**config.mk**
```make
export PLATFORM = sky130hd
export DESIGN_NAME = spi_controller
export DESIGN_NICKNAME = d
export VERILOG_FILES = /design/src/rtl/spi_pkg.sv /design/src/rtl/spi_sclk_divider.sv /design/src/rtl/spi_controller.sv
export SDC_FILE = /design/constraint.sdc
export NUM_CORES = 1
export LEC_CHECK = 0
export BUFFER_PORTS_ARGS = -buffer_cell sky130_fd_sc_hd__buf_2
export CORE_ASPECT_RATIO = 0.8
export CORE_MARGIN = 2
export CORE_UTILIZATION = 56
export DETAILED_ROUTE_END_ITERATION = 10
export PLACE_DENSITY_LB_ADDON = 0.08
export SLEW_MARGIN = 20
export SYNTH_ARGS = -nofsm -noshare
export SYNTH_HDL_FRONTEND = slang
export SYNTH_SLANG_ARGS = --single-unit
```
**constraint.sdc**
```tcl
create_clock -name clk -period 2.4 [get_ports clk]
set_clock_uncertainty 0.1 [all_clocks]
set_input_delay 0.12 -clock clk [delete_from_list [all_inputs] [get_ports clk]]
set_output_delay 0.12 -clock clk [all_outputs]
set_load 0.02 [all_outputs]
```
**src/rtl/spi_pkg.sv**
```systemverilog
// Shared SPI frame layout, FSM encodings and peripheral register map.
package spi_pkg;

    localparam int unsigned FRAME_W = 16;
    localparam int unsigned ADDR_W  = 7;
    localparam int unsigned DATA_W  = 8;
    localparam int unsigned STATE_W = 3;

    localparam logic [STATE_W-1:0] ST_IDLE  = 3'd0;
    localparam logic [STATE_W-1:0] ST_SETUP = 3'd1;
    localparam logic [STATE_W-1:0] ST_SHIFT = 3'd2;
    localparam logic [STATE_W-1:0] ST_HOLD  = 3'd3;
    localparam logic [STATE_W-1:0] ST_GAP   = 3'd4;

    localparam logic [ADDR_W-1:0] REG_EN_OUT_7_0  = 7'h00;
    localparam logic [ADDR_W-1:0] REG_EN_OUT_15_8 = 7'h01;
    localparam logic [ADDR_W-1:0] REG_EN_PWM_7_0  = 7'h02;
    localparam logic [ADDR_W-1:0] REG_EN_PWM_15_8 = 7'h03;
    localparam logic [ADDR_W-1:0] REG_PWM_DUTY    = 7'h04;

    typedef struct packed {
        logic              rw;
        logic [ADDR_W-1:0] addr;
        logic [DATA_W-1:0] data;
    } spi_frame_t;

    function automatic spi_frame_t make_frame(input logic rw,
                                              input logic [ADDR_W-1:0] addr,
                                              input logic [DATA_W-1:0] data);
        spi_frame_t f;
        f.rw   = rw;
        f.addr = addr;
        f.data = data;
        return f;
    endfunction

endpackage

```
**src/rtl/spi_sclk_divider.sv**
```systemverilog
// SCLK timebase: one-cycle rise/fall strobes every CLK_DIV clocks while enabled.
module spi_sclk_divider #(
    parameter int unsigned CLK_DIV = 4
) (
    input  logic clk,
    input  logic rst_n,
    input  logic en,
    output logic rise_c,
    output logic fall_c
);

    localparam int unsigned CNT_W = (CLK_DIV > 1) ? $clog2(CLK_DIV) : 1;
    localparam logic [CNT_W-1:0] CNT_LAST = CNT_W'(CLK_DIV - 1);

    logic [CNT_W-1:0] cnt_q;
    logic             phase_q;
    logic             tick;

    assign tick   = en && (cnt_q == CNT_LAST);
    assign rise_c = tick && !phase_q;
    assign fall_c = tick && phase_q;

    // Counter and phase restart whenever the divider is idle so each frame starts aligned.
    always_ff @(posedge clk or negedge rst_n) begin
        if (!rst_n) begin
            cnt_q   <= '0;
            phase_q <= 1'b0;
        end else if (!en) begin
            cnt_q   <= '0;
            phase_q <= 1'b0;
        end else if (tick) begin
            cnt_q   <= '0;
            phase_q <= !phase_q;
        end else begin
            cnt_q   <= cnt_q + 1'b1;
        end
    end

endmodule

```
**src/rtl/spi_controller.sv**
```systemverilog
// SPI mode-0 initiator: serialises one 16-bit {rw, addr, data} frame per request.
module spi_controller
    import spi_pkg::*;
#(
    parameter int unsigned CLK_DIV    = 4,
    parameter int unsigned GAP_CYCLES = 4
) (
    input  logic              clk,
    input  logic              rst_n,
    input  logic              req_valid,
    output logic              req_ready,
    input  logic              req_write,
    input  logic [ADDR_W-1:0] req_addr,
    input  logic [DATA_W-1:0] req_wdata,
    output logic              rsp_done,
    output logic [DATA_W-1:0] rsp_rdata,
    output logic              busy,
    output logic              sclk,
    output logic              ncs,
    output logic              copi,
    input  logic              cipo
);

    localparam int unsigned GAP_W = (GAP_CYCLES > 1) ? $clog2(GAP_CYCLES) : 1;
    localparam logic [GAP_W-1:0] GAP_LAST = (GAP_CYCLES > 0) ? GAP_W'(GAP_CYCLES - 1) : '0;

    if (CLK_DIV < 3) begin : g_clk_div_check
        $error("spi_controller: CLK_DIV must be >= 3");
    end

    logic [STATE_W-1:0] state_q, state_d;
    logic [FRAME_W-2:0] tx_q, tx_d;
    logic [DATA_W-1:0]  rx_q, rx_d;
    logic [3:0]         bit_cnt_q, bit_cnt_d;
    logic [GAP_W-1:0]   gap_cnt_q, gap_cnt_d;
    logic               sclk_q, sclk_d;
    logic               ncs_q, ncs_d;
    logic               copi_q, copi_d;
    logic               ready_q, ready_d;
    logic               busy_q, busy_d;
    logic               done_q, done_d;
    logic [DATA_W-1:0]  rdata_q, rdata_d;
    logic               div_en;
    logic               rise_c;
    logic               fall_c;
    spi_frame_t         frame_c;

    assign div_en  = (state_q == ST_SETUP) || (state_q == ST_SHIFT) || (state_q == ST_HOLD);
    assign frame_c = make_frame(req_write, req_addr, req_wdata);

    spi_sclk_divider #(
        .CLK_DIV (CLK_DIV)
    ) u_div (
        .clk    (clk),
        .rst_n  (rst_n),
        .en     (div_en),
        .rise_c (rise_c),
        .fall_c (fall_c)
    );

    // Frame sequencing; every pin and status output is computed here and registered below.
    always_comb begin
        state_d   = state_q;
        tx_d      = tx_q;
        rx_d      = rx_q;
        bit_cnt_d = bit_cnt_q;
        gap_cnt_d = gap_cnt_q;
        sclk_d    = sclk_q;
        ncs_d     = ncs_q;
        copi_d    = copi_q;
        ready_d   = ready_q;
        busy_d    = busy_q;
        done_d    = 1'b0;
        rdata_d   = rdata_q;
        case (state_q)
            ST_IDLE: begin
                if (req_valid && ready_q) begin
                    state_d   = ST_SETUP;
                    tx_d      = frame_c[FRAME_W-2:0];
                    copi_d    = frame_c[FRAME_W-1];
                    ncs_d     = 1'b0;
                    ready_d   = 1'b0;
                    busy_d    = 1'b1;
                    bit_cnt_d = '0;
                end
            end
            ST_SETUP: begin
                if (rise_c) begin
                    sclk_d  = 1'b1;
                    rx_d    = {rx_q[DATA_W-2:0], cipo};
                    state_d = ST_SHIFT;
                end
            end
            ST_SHIFT: begin
                if (rise_c) begin
                    sclk_d = 1'b1;
                    rx_d   = {rx_q[DATA_W-2:0], cipo};
                end else if (fall_c) begin
                    sclk_d = 1'b0;
                    if (bit_cnt_q == 4'd15) begin
                        state_d = ST_HOLD;
                    end else begin
                        bit_cnt_d = 4'(bit_cnt_q + 4'd1);
                        copi_d    = tx_q[FRAME_W-2];
                        tx_d      = {tx_q[FRAME_W-3:0], 1'b0};
                    end
                end
            end
            // The divider's next rise strobe marks the end of the CLK_DIV hold time.
            ST_HOLD: begin
                if (rise_c) begin
                    ncs_d   = 1'b1;
                    copi_d  = 1'b0;
                    done_d  = 1'b1;
                    rdata_d = rx_q;
                    if (GAP_CYCLES == 0) begin
                        state_d = ST_IDLE;
                        ready_d = 1'b1;
                        busy_d  = 1'b0;
                    end else begin
                        state_d   = ST_GAP;
                        gap_cnt_d = '0;
                    end
                end
            end
            ST_GAP: begin
                if (gap_cnt_q == GAP_LAST) begin
                    state_d = ST_IDLE;
                    ready_d = 1'b1;
                    busy_d  = 1'b0;
                end else begin
                    gap_cnt_d = GAP_W'(gap_cnt_q + 1'b1);
                end
            end
            default: begin
                state_d = ST_IDLE;
                sclk_d  = 1'b0;
                ncs_d   = 1'b1;
                copi_d  = 1'b0;
                ready_d = 1'b1;
                busy_d  = 1'b0;
            end
        endcase
    end

    always_ff @(posedge clk or negedge rst_n) begin
        if (!rst_n) begin
            state_q   <= ST_IDLE;
            tx_q      <= '0;
            rx_q      <= '0;
            bit_cnt_q <= '0;
            gap_cnt_q <= '0;
            sclk_q    <= 1'b0;
            ncs_q     <= 1'b1;
            copi_q    <= 1'b0;
            ready_q   <= 1'b1;
            busy_q    <= 1'b0;
            done_q    <= 1'b0;
            rdata_q   <= '0;
        end else begin
            state_q   <= state_d;
            tx_q      <= tx_d;
            rx_q      <= rx_d;
            bit_cnt_q <= bit_cnt_d;
            gap_cnt_q <= gap_cnt_d;
            sclk_q    <= sclk_d;
            ncs_q     <= ncs_d;
            copi_q    <= copi_d;
            ready_q   <= ready_d;
            busy_q    <= busy_d;
            done_q    <= done_d;
            rdata_q   <= rdata_d;
        end
    end

    assign req_ready = ready_q;
    assign busy      = busy_q;
    assign rsp_done  = done_q;
    assign rsp_rdata = rdata_q;
    assign sclk      = sclk_q;
    assign ncs       = ncs_q;
    assign copi      = copi_q;

endmodule

```
==> metrics.csv <==
metric,value,unit
cell area after synthesis,2365,um^2
"Warnings, synthesis",0,
hold-critical path endpoint,tx_q[12],
CP arrival,2.03,ns
slowest cell on the critical path,dfrtp_1,
post-route DRC violation count,0,
max-slew violation total from the final report,0,
drt first-iter violations,208,
Routed WL per cell,13.48,um
most frequent cell after synthesis,dfrtp_1,
number of nets with antenna violations after detailed routing,0,
Critical Path Fanout Max,18,
vias in the first global route,1703,
register-to-register setup slack,0.46,ns
type of destination of the critical path,register,
delay of the slowest cell on the worst path,0.69,ns
Max Freq,514.4,MHz
flip-flop and latch count after synthesis,49,
Worst Reg2Reg Path Length in Cells,3,
xor/xnor share of the synthesized area,1.111,%
total chip power,1504,uW
cell type contributing the most total cell area after synthesis,dfrtp_1,
floorplan die width,76.66,um
Synth async-reset ratio,100.0,%
Max clock buf depth,2,
most used flip-flop cell after synthesis,dfrtp_1,
Synth Net Count,246,
kind of launch point of the worst setup path,register,
Mean Syn Cell Area,10.60,um^2
Clock Sinks,49,
maximum vdd ir drop,0.3068,mV
area occupied by multi-input gates,1016,um^2
first-pass detailed-route iteration total,4,
simple-gate share of the synthesized area,14.44,%
relative area change from synthesis to final layout,17.99,%
max-slew headroom at the worst pin,64.58,%
portion of the post-synthesis area used by sequential elements,51.96,%
CP required,2.49,ns
hold bufs inserted after CTS,11,
maximum level of the CTS H-tree,2,
"Clk Latency, worst-skew pair",0.30,ns
clock tree from TritonCTS,yes,
number of filler instances in the final layout,339,
RR Endpoint,rx_q[1],
main combinational cell family by area after synthesis,simple AND/OR/NAND/NOR gates,
share of the clock period used by the worst path,80.99,%
MaxCap Viol Count,0,
Core ar.,4125,um^2
compound-cell area share of the yosys netlist,14.13,%
"Worst Setup Slack, final",0.4562,ns
vias per cell,5.452,
endpoints failing setup,0,
worst reg2reg startpoint,state_q[1],
number of rows in the core area,21,
"wirelength, routed",4355,um
count of distinct cell types in the synthesized netlist,38,
core occupancy in the finished layout,67.64,%
result of the run,"finished, final reports clean",
diode count,0,
count of buffers from port buffering,33,
Reg area,1229,um^2
ranking of synthesized cells by instance count,"dfrtp_1 (47), nand2_1 (43), a21oi_1 (21), a41oi_1 (14), mux2_2 (10)",
post-CTS sizing,0,
final RePlAce weighted congestion,0.7987,
global route overflow,0,
area share of fa/ha/maj cells after synthesis,1.587,%
Hold Path Origin,req_addr[4],
Crit Path Category,register to register,
worst hold path depth,3,
area share of the largest cell type after synthesis,49.74,%
via count,1761,
post-CTS setup buffer count,0,
GRT Util Overall,20.67,%
total power divided by cell area,539.0,nW/um^2
P_leak,0.001318,uW
final-report hold violation count,0,
TritonCTS Buffers,5,
clock-pin slew on the worst setup and hold paths,0.09,ns
I/O pin count,34,
initial standard-cell utilization of the core,57.32,%
Die Y,62.12,um
Least-Margin Pin Slew,0.5313,ns
proportion of synthesized area in mux cells,11.53,%
antenna violations before repair,0,
HPWL reported at the end of detailed placement,2931,um
largest cells by area after synthesis,"dfrtp_1 (50%), nand2_1 (6.8%), a41oi_1 (5.2%)",
worst setup timing slack at the placement stage,0.4609,ns
critical path cell sequence,"xnor2_1, or3_1, mux2_4",
number of enable-type register cells in the synthesized netlist,0,
first-pass GRT wire length,8038,um
number of nets in the layout,288,
share of cells above drive strength 1,27.44,%
Mapped Cells,223,
final-layout setup total negative slack,0,ns
unrepaired setup endpoints after global routing,false,
overall die area,4762,um^2
root buf cell,clkbuf_8,
largest net degree at the start of global routing,32,
time the worst path needs with I/O delays and setup,1.944,ns
Hold WC Path Type,primary input to register,
worst max-delay path by stage:
| stage | startpoint | to | slack [ns] | cells after the start |
|---|---|---|---|---|
| after floorplan | u_div.cnt_q[0] | rx_q[0] | 0.72 | 6 |
| after global placement | u_div.cnt_q[0] | rx_q[0] | 0.48 | 4 |
| after detailed placement | state_q[1] | rx_q[2] | 0.46 | 3 |
| after CTS | u_div.cnt_q[0] | rx_q[7] | 0.45 | 4 |
| after global routing | state_q[0] | bit_cnt_q[2] | 0.24 | 5 |
| final | state_q[1] | rx_q[1] | 0.46 | 3 |
layout by cell type (no fill, tap or decap), types with 2 or more instances in the layout:
| cell type | n |
|---|---|
| mux2i_1 | 4 |
| o21ai_1 | 2 |
| buf_2 | 33 |
| nor2_1 | 7 |
| mux2_4 | 8 |
| dlygate4sd3_1 | 11 |
| a21oi_1 | 21 |
| nand3_1 | 4 |
| o21ai_0 | 5 |
| a41oi_1 | 14 |
| or3_1 | 2 |
| mux2_2 | 10 |
| a22oi_1 | 2 |
| buf_4 | 8 |
| xnor2_1 | 2 |
| ha_1 | 3 |
| clkbuf_8 | 6 |
| o22ai_1 | 2 |
| and3_1 | 2 |
| dfrtp_1 | 47 |
| inv_1 | 5 |
| dfstp_2 | 2 |
| a21boi_0 | 2 |
| nor3_1 | 5 |
| nand2_1 | 43 |
routing by layer:
layer / global-route usage (%) / vias to the layer above / share of wire, %
met4: 4.773 / 0 / 1.1
met5: 0 / - / 0
met2: 30.86 / 39 / 44
met1: 31.49 / 838 / 51
met3: 3.924 / 7 / 3.8
li1: - / 877 / -
sequential cells by signal, summed over array words and instances (netlist names):
name,cells
tx_q,15
rsp_rdata,8
rx_q,8
bit_cnt_q,4
state_q,3
gap_cnt_q,2
u_div.cnt_q,2
busy,1
copi,1
ncs,1
req_ready,1
rsp_done,1
sclk,1
u_div.phase_q,1
metrics by stage:
| step | instance area, um^2 | instances | hold slack (ns) |
|---|---|---|---|
| after detailed placement | 2560 | 304 | 0.02634 |
| after global placement | 2560 | 304 | 0.02654 |
| after global routing | 2790 | 323 | 0.01818 |
| after floorplan | 2365 | 223 | -0.2756 |
| final | 2790 | 323 | 0.008704 |
| after CTS | 2790 | 323 | 0.001473 |
cell families after synthesis:
group	Yosys count
AND/OR/NAND/NOR	72
AO/OA/AOI/OAI	52
flip-flops	49
buffers and inverters	22
multiplexers	22
XOR/XNOR	3
adder cells (fa/ha/maj)	3
power breakdown:
part | internal (uW) | switching [uW] | leakage (uW)
registers | 831 | 5.26 | 0.000637
clock network | 339 | 272 | 0.0000574
logic | 32.6 | 23.8 | 0.000624
total | 1200 | 302 | 0.00132
final cells by class:
| type | count | share of cell area [%] |
|---|---|---|
| clock buffer | 6 | 2.960 |
| clock inverter | 2 | 1.345 |
| inverter | 5 | 0.6726 |
| multi-input combinational | 152 | 36.41 |
| sequential | 49 | 44.04 |
| tap | 57 | 2.556 |
| timing repair buffer | 52 | 12.02 |
critical path: cells and delay by family, from the launching register on:
family | cells | cell delay [ns]
and+or+nand+nor | 1 | 0.55
muxes | 1 | 0.37
DFF | 1 | 0.69
xor gates and xnor gates | 1 | 0.13
Power figures use the tool's default switching activity.
